<file path="src/rtl/key_event_queue.sv">
// Debounces the keypad level bus into one 4-bit event per press, queued in a small FIFO for the vending FSM.
// Latency: STABLE_CYCLES+2 clocks from key_value change to evt_valid (empty FIFO); head is registered.
// Backpressure: evt_ready low holds the head; a push into a full FIFO without a pop is dropped and sets sticky ovf.
// Optional: KEY_EVT_MULTI_ERR_EN turns stable multi-hot presses into a multi_err pulse instead of an event.
module key_event_queue #(
    parameter int STABLE_CYCLES = 4,
    parameter int FIFO_DEPTH    = 4,
    parameter int CNT_W         = 3
) (
    input  logic             clk,
    input  logic             reset,
    input  logic [9:0]       key_value,
    output logic             evt_valid,
    output logic [3:0]       evt_code,
    input  logic             evt_ready,
    output logic [CNT_W-1:0] evt_count,
    output logic             ovf,
    input  logic             ovf_clr,
    output logic             multi_err
);

    localparam int AW = $clog2(FIFO_DEPTH);
    localparam int SW = $clog2(STABLE_CYCLES + 1);
    localparam logic [SW-1:0]    STAB_ONE  = SW'(1);
    localparam logic [SW-1:0]    STAB_LAST = SW'(STABLE_CYCLES - 1);
    localparam logic [CNT_W-1:0] DEPTH_C   = CNT_W'(FIFO_DEPTH);

    typedef enum logic [1:0] {S_IDLE, S_DEBOUNCE, S_HELD, S_RELEASE} state_t;

    state_t           state_q, state_d;
    logic [9:0]       key_q, key_p_q;
    logic [SW-1:0]    stab_q, stab_d;
    logic             push_q, push_d;
    logic [3:0]       push_code_q, push_code_d;
    logic [3:0]       low_idx;
    logic             same_key;
    logic [AW-1:0]    wr_ptr_q, wr_ptr_d, rd_ptr_q, rd_ptr_d;
    logic [CNT_W-1:0] count_q, count_d;
    logic             ovf_q, ovf_d;
    logic [3:0]       mem_q [FIFO_DEPTH];
    logic             full, pop, push_ok;

`ifdef KEY_EVT_MULTI_ERR_EN
    logic merr_q, merr_d;
    logic multi_hot;
    assign multi_hot = (key_q & (key_q - 10'd1)) != 10'd0;
    assign multi_err = merr_q;
`else
    assign multi_err = 1'b0;
`endif

    // Descending scan so the lowest set bit wins on multi-hot values.
    always_comb begin
        low_idx = 4'd0;
        for (int i = 9; i >= 0; i--) begin
            if (key_q[i]) low_idx = 4'(i);
        end
    end

    assign same_key = (key_q == key_p_q);

    always_comb begin
        state_d     = state_q;
        stab_d      = stab_q;
        push_d      = 1'b0;
        push_code_d = push_code_q;
`ifdef KEY_EVT_MULTI_ERR_EN
        merr_d      = 1'b0;
`endif
        case (state_q)
            S_IDLE: begin
                if (key_q != 10'd0) begin
                    state_d = S_DEBOUNCE;
                    stab_d  = STAB_ONE;
                end
            end
            S_DEBOUNCE: begin
                if (key_q == 10'd0) begin
                    state_d = S_IDLE;
                    stab_d  = '0;
                end else if (!same_key) begin
                    stab_d = STAB_ONE;
                end else if (stab_q == STAB_LAST) begin
                    state_d = S_HELD;
                    stab_d  = '0;
`ifdef KEY_EVT_MULTI_ERR_EN
                    if (multi_hot) begin
                        merr_d = 1'b1;
                    end else begin
                        push_d      = 1'b1;
                        push_code_d = low_idx;
                    end
`else
                    push_d      = 1'b1;
                    push_code_d = low_idx;
`endif
                end else begin
                    stab_d = stab_q + 1'b1;
                end
            end
            S_HELD: begin
                // Any nonzero value, even another key, is ignored until a full release.
                if (key_q == 10'd0) begin
                    state_d = S_RELEASE;
                    stab_d  = STAB_ONE;
                end
            end
            S_RELEASE: begin
                if (key_q != 10'd0) begin
                    state_d = S_HELD;
                    stab_d  = '0;
                end else if (stab_q == STAB_LAST) begin
                    state_d = S_IDLE;
                    stab_d  = '0;
                end else begin
                    stab_d = stab_q + 1'b1;
                end
            end
            default: begin
                state_d = S_IDLE;
                stab_d  = '0;
            end
        endcase
    end

    assign full      = (count_q == DEPTH_C);
    assign evt_valid = (count_q != '0);
    assign evt_code  = evt_valid ? mem_q[rd_ptr_q] : 4'd0;
    assign evt_count = count_q;
    assign ovf       = ovf_q;
    assign pop       = evt_valid && evt_ready;
    // A pop on the same edge frees the slot, so a full FIFO still accepts.
    assign push_ok   = push_q && (!full || pop);

    always_comb begin
        wr_ptr_d = push_ok ? wr_ptr_q + 1'b1 : wr_ptr_q;
        rd_ptr_d = pop ? rd_ptr_q + 1'b1 : rd_ptr_q;
        count_d  = count_q;
        if (push_ok && !pop) begin
            count_d = count_q + 1'b1;
        end else if (pop && !push_ok) begin
            count_d = count_q - 1'b1;
        end
        ovf_d = ovf_q;
        if (ovf_clr) ovf_d = 1'b0;
        if (push_q && full && !pop) ovf_d = 1'b1;
    end

    always_ff @(posedge clk or negedge reset) begin
        if (!reset) begin
            state_q     <= S_IDLE;
            key_q       <= '0;
            key_p_q     <= '0;
            stab_q      <= '0;
            push_q      <= 1'b0;
            push_code_q <= '0;
            wr_ptr_q    <= '0;
            rd_ptr_q    <= '0;
            count_q     <= '0;
            ovf_q       <= 1'b0;
        end else begin
            state_q     <= state_d;
            key_q       <= key_value;
            key_p_q     <= key_q;
            stab_q      <= stab_d;
            push_q      <= push_d;
            push_code_q <= push_code_d;
            wr_ptr_q    <= wr_ptr_d;
            rd_ptr_q    <= rd_ptr_d;
            count_q     <= count_d;
            ovf_q       <= ovf_d;
        end
    end

`ifdef KEY_EVT_MULTI_ERR_EN
    always_ff @(posedge clk or negedge reset) begin
        if (!reset) begin
            merr_q <= 1'b0;
        end else begin
            merr_q <= merr_d;
        end
    end
`endif

    always_ff @(posedge clk) begin
        if (push_ok) mem_q[wr_ptr_q] <= push_code_q;
    end

endmodule
</file>
<file path="config.mk">
export PLATFORM = sky130hd
export DESIGN_NAME = key_event_queue
export DESIGN_NICKNAME = d
export VERILOG_FILES = /design/src/rtl/key_event_queue.sv
export SDC_FILE = /design/constraint.sdc
export NUM_CORES = 1
export LEC_CHECK = 0
export CORE_ASPECT_RATIO = 0.75
export CORE_MARGIN = 3
export CORE_UTILIZATION = 50
export CTS_CLUSTER_SIZE = 28
export DETAILED_ROUTE_END_ITERATION = 12
export PLACE_DENSITY = 0.71
export SYNTH_ARGS = -nofsm -noshare
export SYNTH_HDL_FRONTEND = slang
export SYNTH_SLANG_ARGS = --single-unit
</file>
<file path="constraint.sdc">
create_clock -name clk -period 2 [get_ports clk]
set_input_delay 0.3 -clock clk [delete_from_list [all_inputs] [get_ports clk]]
set_output_delay 0.3 -clock clk [all_outputs]
set_load 0.02 [all_outputs]
</file>
==> results <==
placed cells by master (no fill, tap or decap), types with 2 or more instances in the layout:
cell,count
sky130_fd_sc_hd__dfrtp_2,4
sky130_fd_sc_hd__clkdlybuf4s50_1,17
sky130_fd_sc_hd__xor2_1,2
sky130_fd_sc_hd__nand2_1,9
sky130_fd_sc_hd__inv_1,6
sky130_fd_sc_hd__mux4_2,4
sky130_fd_sc_hd__edfxtp_1,16
sky130_fd_sc_hd__buf_2,4
sky130_fd_sc_hd__inv_2,2
sky130_fd_sc_hd__nor2_1,7
sky130_fd_sc_hd__xnor2_2,2
sky130_fd_sc_hd__nand2b_1,2
sky130_fd_sc_hd__o21ai_0,4
sky130_fd_sc_hd__clkbuf_8,6
sky130_fd_sc_hd__a21oi_1,3
sky130_fd_sc_hd__nand4_1,2
sky130_fd_sc_hd__nor4_2,2
sky130_fd_sc_hd__buf_4,35
sky130_fd_sc_hd__xnor2_1,13
sky130_fd_sc_hd__nor3_1,4
sky130_fd_sc_hd__and2_1,9
sky130_fd_sc_hd__nand3_1,4
sky130_fd_sc_hd__o31ai_1,2
sky130_fd_sc_hd__ha_1,4
sky130_fd_sc_hd__mux2_4,2
sky130_fd_sc_hd__dfrtp_1,34
power groups by stage:
stage	combinational, mW	sequential [mW]	clock (mW)
2_1_floorplan	0.257	1.35	0
5_1_grt	0.691	1.30	0.677
3_3_place_gp	0.508	1.32	0
3_5_place_dp	0.541	1.33	0
4_1_cts	0.602	1.29	0.631
6_report	0.633	1.29	0.612
kinds of logic (layout without fill, tap and decap cells):
group,after synthesis,count (layout)
buffers and inverters,15,73
AO/OA/AOI/OAI,14,14
adder cells (fa/ha/maj),7,7
multiplexers,8,8
AND/OR/NAND/NOR,50,50
flip-flops,54,54
XOR/XNOR,17,17
other,1,1
cells in the mapped netlist, drive strengths merged, types with 4 or more instances:
library cell  instances
and2                  9
clkbuf                6
dfrtp                38
edfxtp               16
ha                    6
inv                   8
mux4                  4
nand2                11
nand3                 4
nor2                  7
nor3                  6
o21ai                 4
xnor2                15
worst max-delay path, stage by stage (launching register included):
cell,delay [ps]
sky130_fd_sc_hd__dfrtp_1,370
sky130_fd_sc_hd__ha_2,180
sky130_fd_sc_hd__nand2b_1,80
sky130_fd_sc_hd__or2_4,250
sky130_fd_sc_hd__or4_4,460
sky130_fd_sc_hd__nor3_4,210
sky130_fd_sc_hd__mux2_4,320
sequential cells by signal, indices dropped and copies added, names as in the netlist, named ones only:
register,cells
evt_count,3
key_p_q,10
key_q,10
mem_q,16
ovf,1
push_code_q,4
push_q,1
rd_ptr_q,2
stab_q,3
state_q,1
wr_ptr_q,2
routing by layer:
layer  up-vias  track usage  part of all wire
li1        679            -                 -
met1       702        0.228              0.44
met2        33        0.319              0.50
met3         6       0.0387             0.049
met4         0       0.0796             0.013
met5         -            0                 0
timing repair:
| action | CTS | global route |
|---|---|---|
| cloned | 0 | 0 |
| gates resized for setup | 21 | 11 |
| pin swaps | 6 | 6 |
| setup buffers | 5 | 5 |
| endpoints found under the setup margin | 11 | 8 |
layout make-up:
class	instances	area share
Inverter	8	0.0103
Multi-Input combinational cell	97	0.286
Clock inverter	1	0.00171
Clock buffer	7	0.0295
Tap cell	55	0.0235
Timing Repair Buffer	57	0.158
Sequential cell	54	0.491
through the flow:
step | cells | setup WS [ps] | setup TNS [ps] | utilization | power, mW
floorplan | 166 | -84.5 | -279 | - | 1.60
global placement | 261 | -242 | -797 | 0.652 | 1.83
detailed placement | 261 | -326 | -1380 | 0.652 | 1.87
CTS | 274 | -40.5 | -75.4 | 0.681 | 2.52
global route | 279 | -46.5 | -196 | 0.700 | 2.67
finish | 279 | 18.2 | 0 | 0.700 | 2.53
final timing paths:
kind                              start              to  slack (ps)  cells after the start
hold / removal                    reset        key_q[3]         410                      2
setup / recovery              stab_q[1]  push_code_q[0]          20                      6
min in group clk           key_value[2]        key_q[2]         430                      1
max in group asynchronous         reset     rd_ptr_q[0]        1230                      2
hold reg to reg                key_q[9]      key_p_q[9]         460                      0
setup reg to reg              stab_q[1]  push_code_q[0]          20                      6
==> results.txt <==
* Status: finished clean
- The core region is 4180 um^2.
- Fill count: 273
* Global placement routability congestion: 0.839
* Final std cell area, no fill: 2930 um^2
- After legalization and detailed placement, the total HPWL measured 3.04 mm.
- The pre-antenna-repair detailed-routing pass consisted of 4 iterations.
- The share of synthesized area in the top cell type comes to 0.426.
- Of the total synthesized cell area, the portion taken by AND, OR, NAND and NOR gates is 0.120.
- Maximum vdd ir drop: 0.384 mV
- Register Area: 1440 um^2
- Async set-or-reset flop fraction in the synthesized netlist: 0.704
- Entering global routing, the biggest net connects 39 pins.
* CTS tree: built
* Final setup viols: 0
* CTS Hold Buffers Added: 0
- Averaged over all synthesized cells, the footprint is 13.4 um^2.
* Area of combinational cells with multiple inputs: 838 um^2
- Final hold slack: 410 ps
- Fraction of synthesized area in multiplexers: 0.0600
- In the global route stage, overall resource usage came out at 0.185.
- Vias per inst: 5.09
- Number of placement rows: 20
- Post-synthesis cell area: 2230 um^2
- The number of different library cells used by synthesis comes to 39.
- STA classifies the critical path endpoint as a flip-flop.
- Switching component of the power: 680 uW
- Number of max-cap violations: 0
- Area of the die: 5310 um^2
* Hold violation total from the final report: 0
* I/O pin count: 24
- Once placement finished, the instance area stood at 2730 um^2.
* Startpoint kind of the worst setup timing path: flip-flop
- The clock arrives with 3.02 ps of skew.
* Instance count of the mapped netlist: 166
* Worst setup path class: reg -> reg
* Top cells by area in the synthesized netlist: sky130_fd_sc_hd__dfrtp_1, sky130_fd_sc_hd__edfxtp_1, sky130_fd_sc_hd__xnor2_1
* Number of global-route vias before repair: 1536
- The number of clock buffers added by TritonCTS is 5.
- Initial antenna violation count: 0
* Antenna diodes: 0
* Clock period minus worst slack: 1980 ps
- The share of total power dissipated in sequential elements is 0.508.
- Fraction of layout cells with a size suffix above 1: 0.348
- In the routed design, unresolved DRC markers number 0.
- Width of the chip: 83.2 um
- Starting DRC count in detailed routing: 65
- Total congestion overflow: 0
- The clock reaches the later pin of the worst-skew pair after 300 ps.
- Clock tree synthesis found a total of 54 sinks.
* Clock slew at the register clock pins of the worst setup and hold paths: 90 ps
- Flip-flop cell with the highest count after synthesis: sky130_fd_sc_hd__dfrtp_1
- Final Net Count: 244
- Internal power comes to 1.85 mW.
- Switching power as a share of total power: 0.268
- For this run, the top clock speed supported by timing is 505 MHz.
- The first global-routing pass estimated 7.40 mm of wire.
- Of the total synthesized cell area, the portion taken by XOR and XNOR cells is 0.0667.
- Setup repair after global routing missed its margin: true
* Synth-to-Final Area Change: 31.1%
- In the final routed layout, each cell accounts on average for 15.1 um.
* Initial core utilization: 0.534
* Vertical die dimension: 63.9 um
- Tcrit/Tclk final: 0.991
- By area, the combinational part of the netlist is dominated by simple AND/OR/NAND/NOR gates.
- The tree is rooted in a sky130_fd_sc_hd__clkbuf_8.
* Fraction of the yosys area taken by sequential cells: 0.641
- Clock share of power: 0.242
* Yosys warning total: 0
- In this run the deepest clock path goes through 2 buffers.
* Critical path peak fanout: 4
- The min-delay analysis places its worst path in the category in -> async.
- Summing over every cut layer, the via total after detailed routing is 1420.
- CTS built an H-tree with a depth of 2.
* Proportion of power drawn by combinational gates: 0.250
* PD cells: 865 nW/um^2
- Compound-cell area share of the yosys netlist: 0.0404
- Max-slew violation count: 0
- Critical path required time: 2190 ps
* Routed wire length: 4.21 mm
* Dominant cell type by area after synthesis: sky130_fd_sc_hd__dfrtp_1
- STA puts the critical path data arrival time at 2180 ps.
* Lkg Pwr: 1.29 nW
- Synthesized net count: 187
- Input and output buffers added on the ports amount to 22.
- The synthesized design contains 16 enable-type register cells.
- In this run the remaining antenna-violating nets after routing total 0.
* #FFs+latches synth: 54
- Fraction of the mapped netlist area in adder cells: 0.0426
Note: power is estimated with default switching activity, not from simulation.
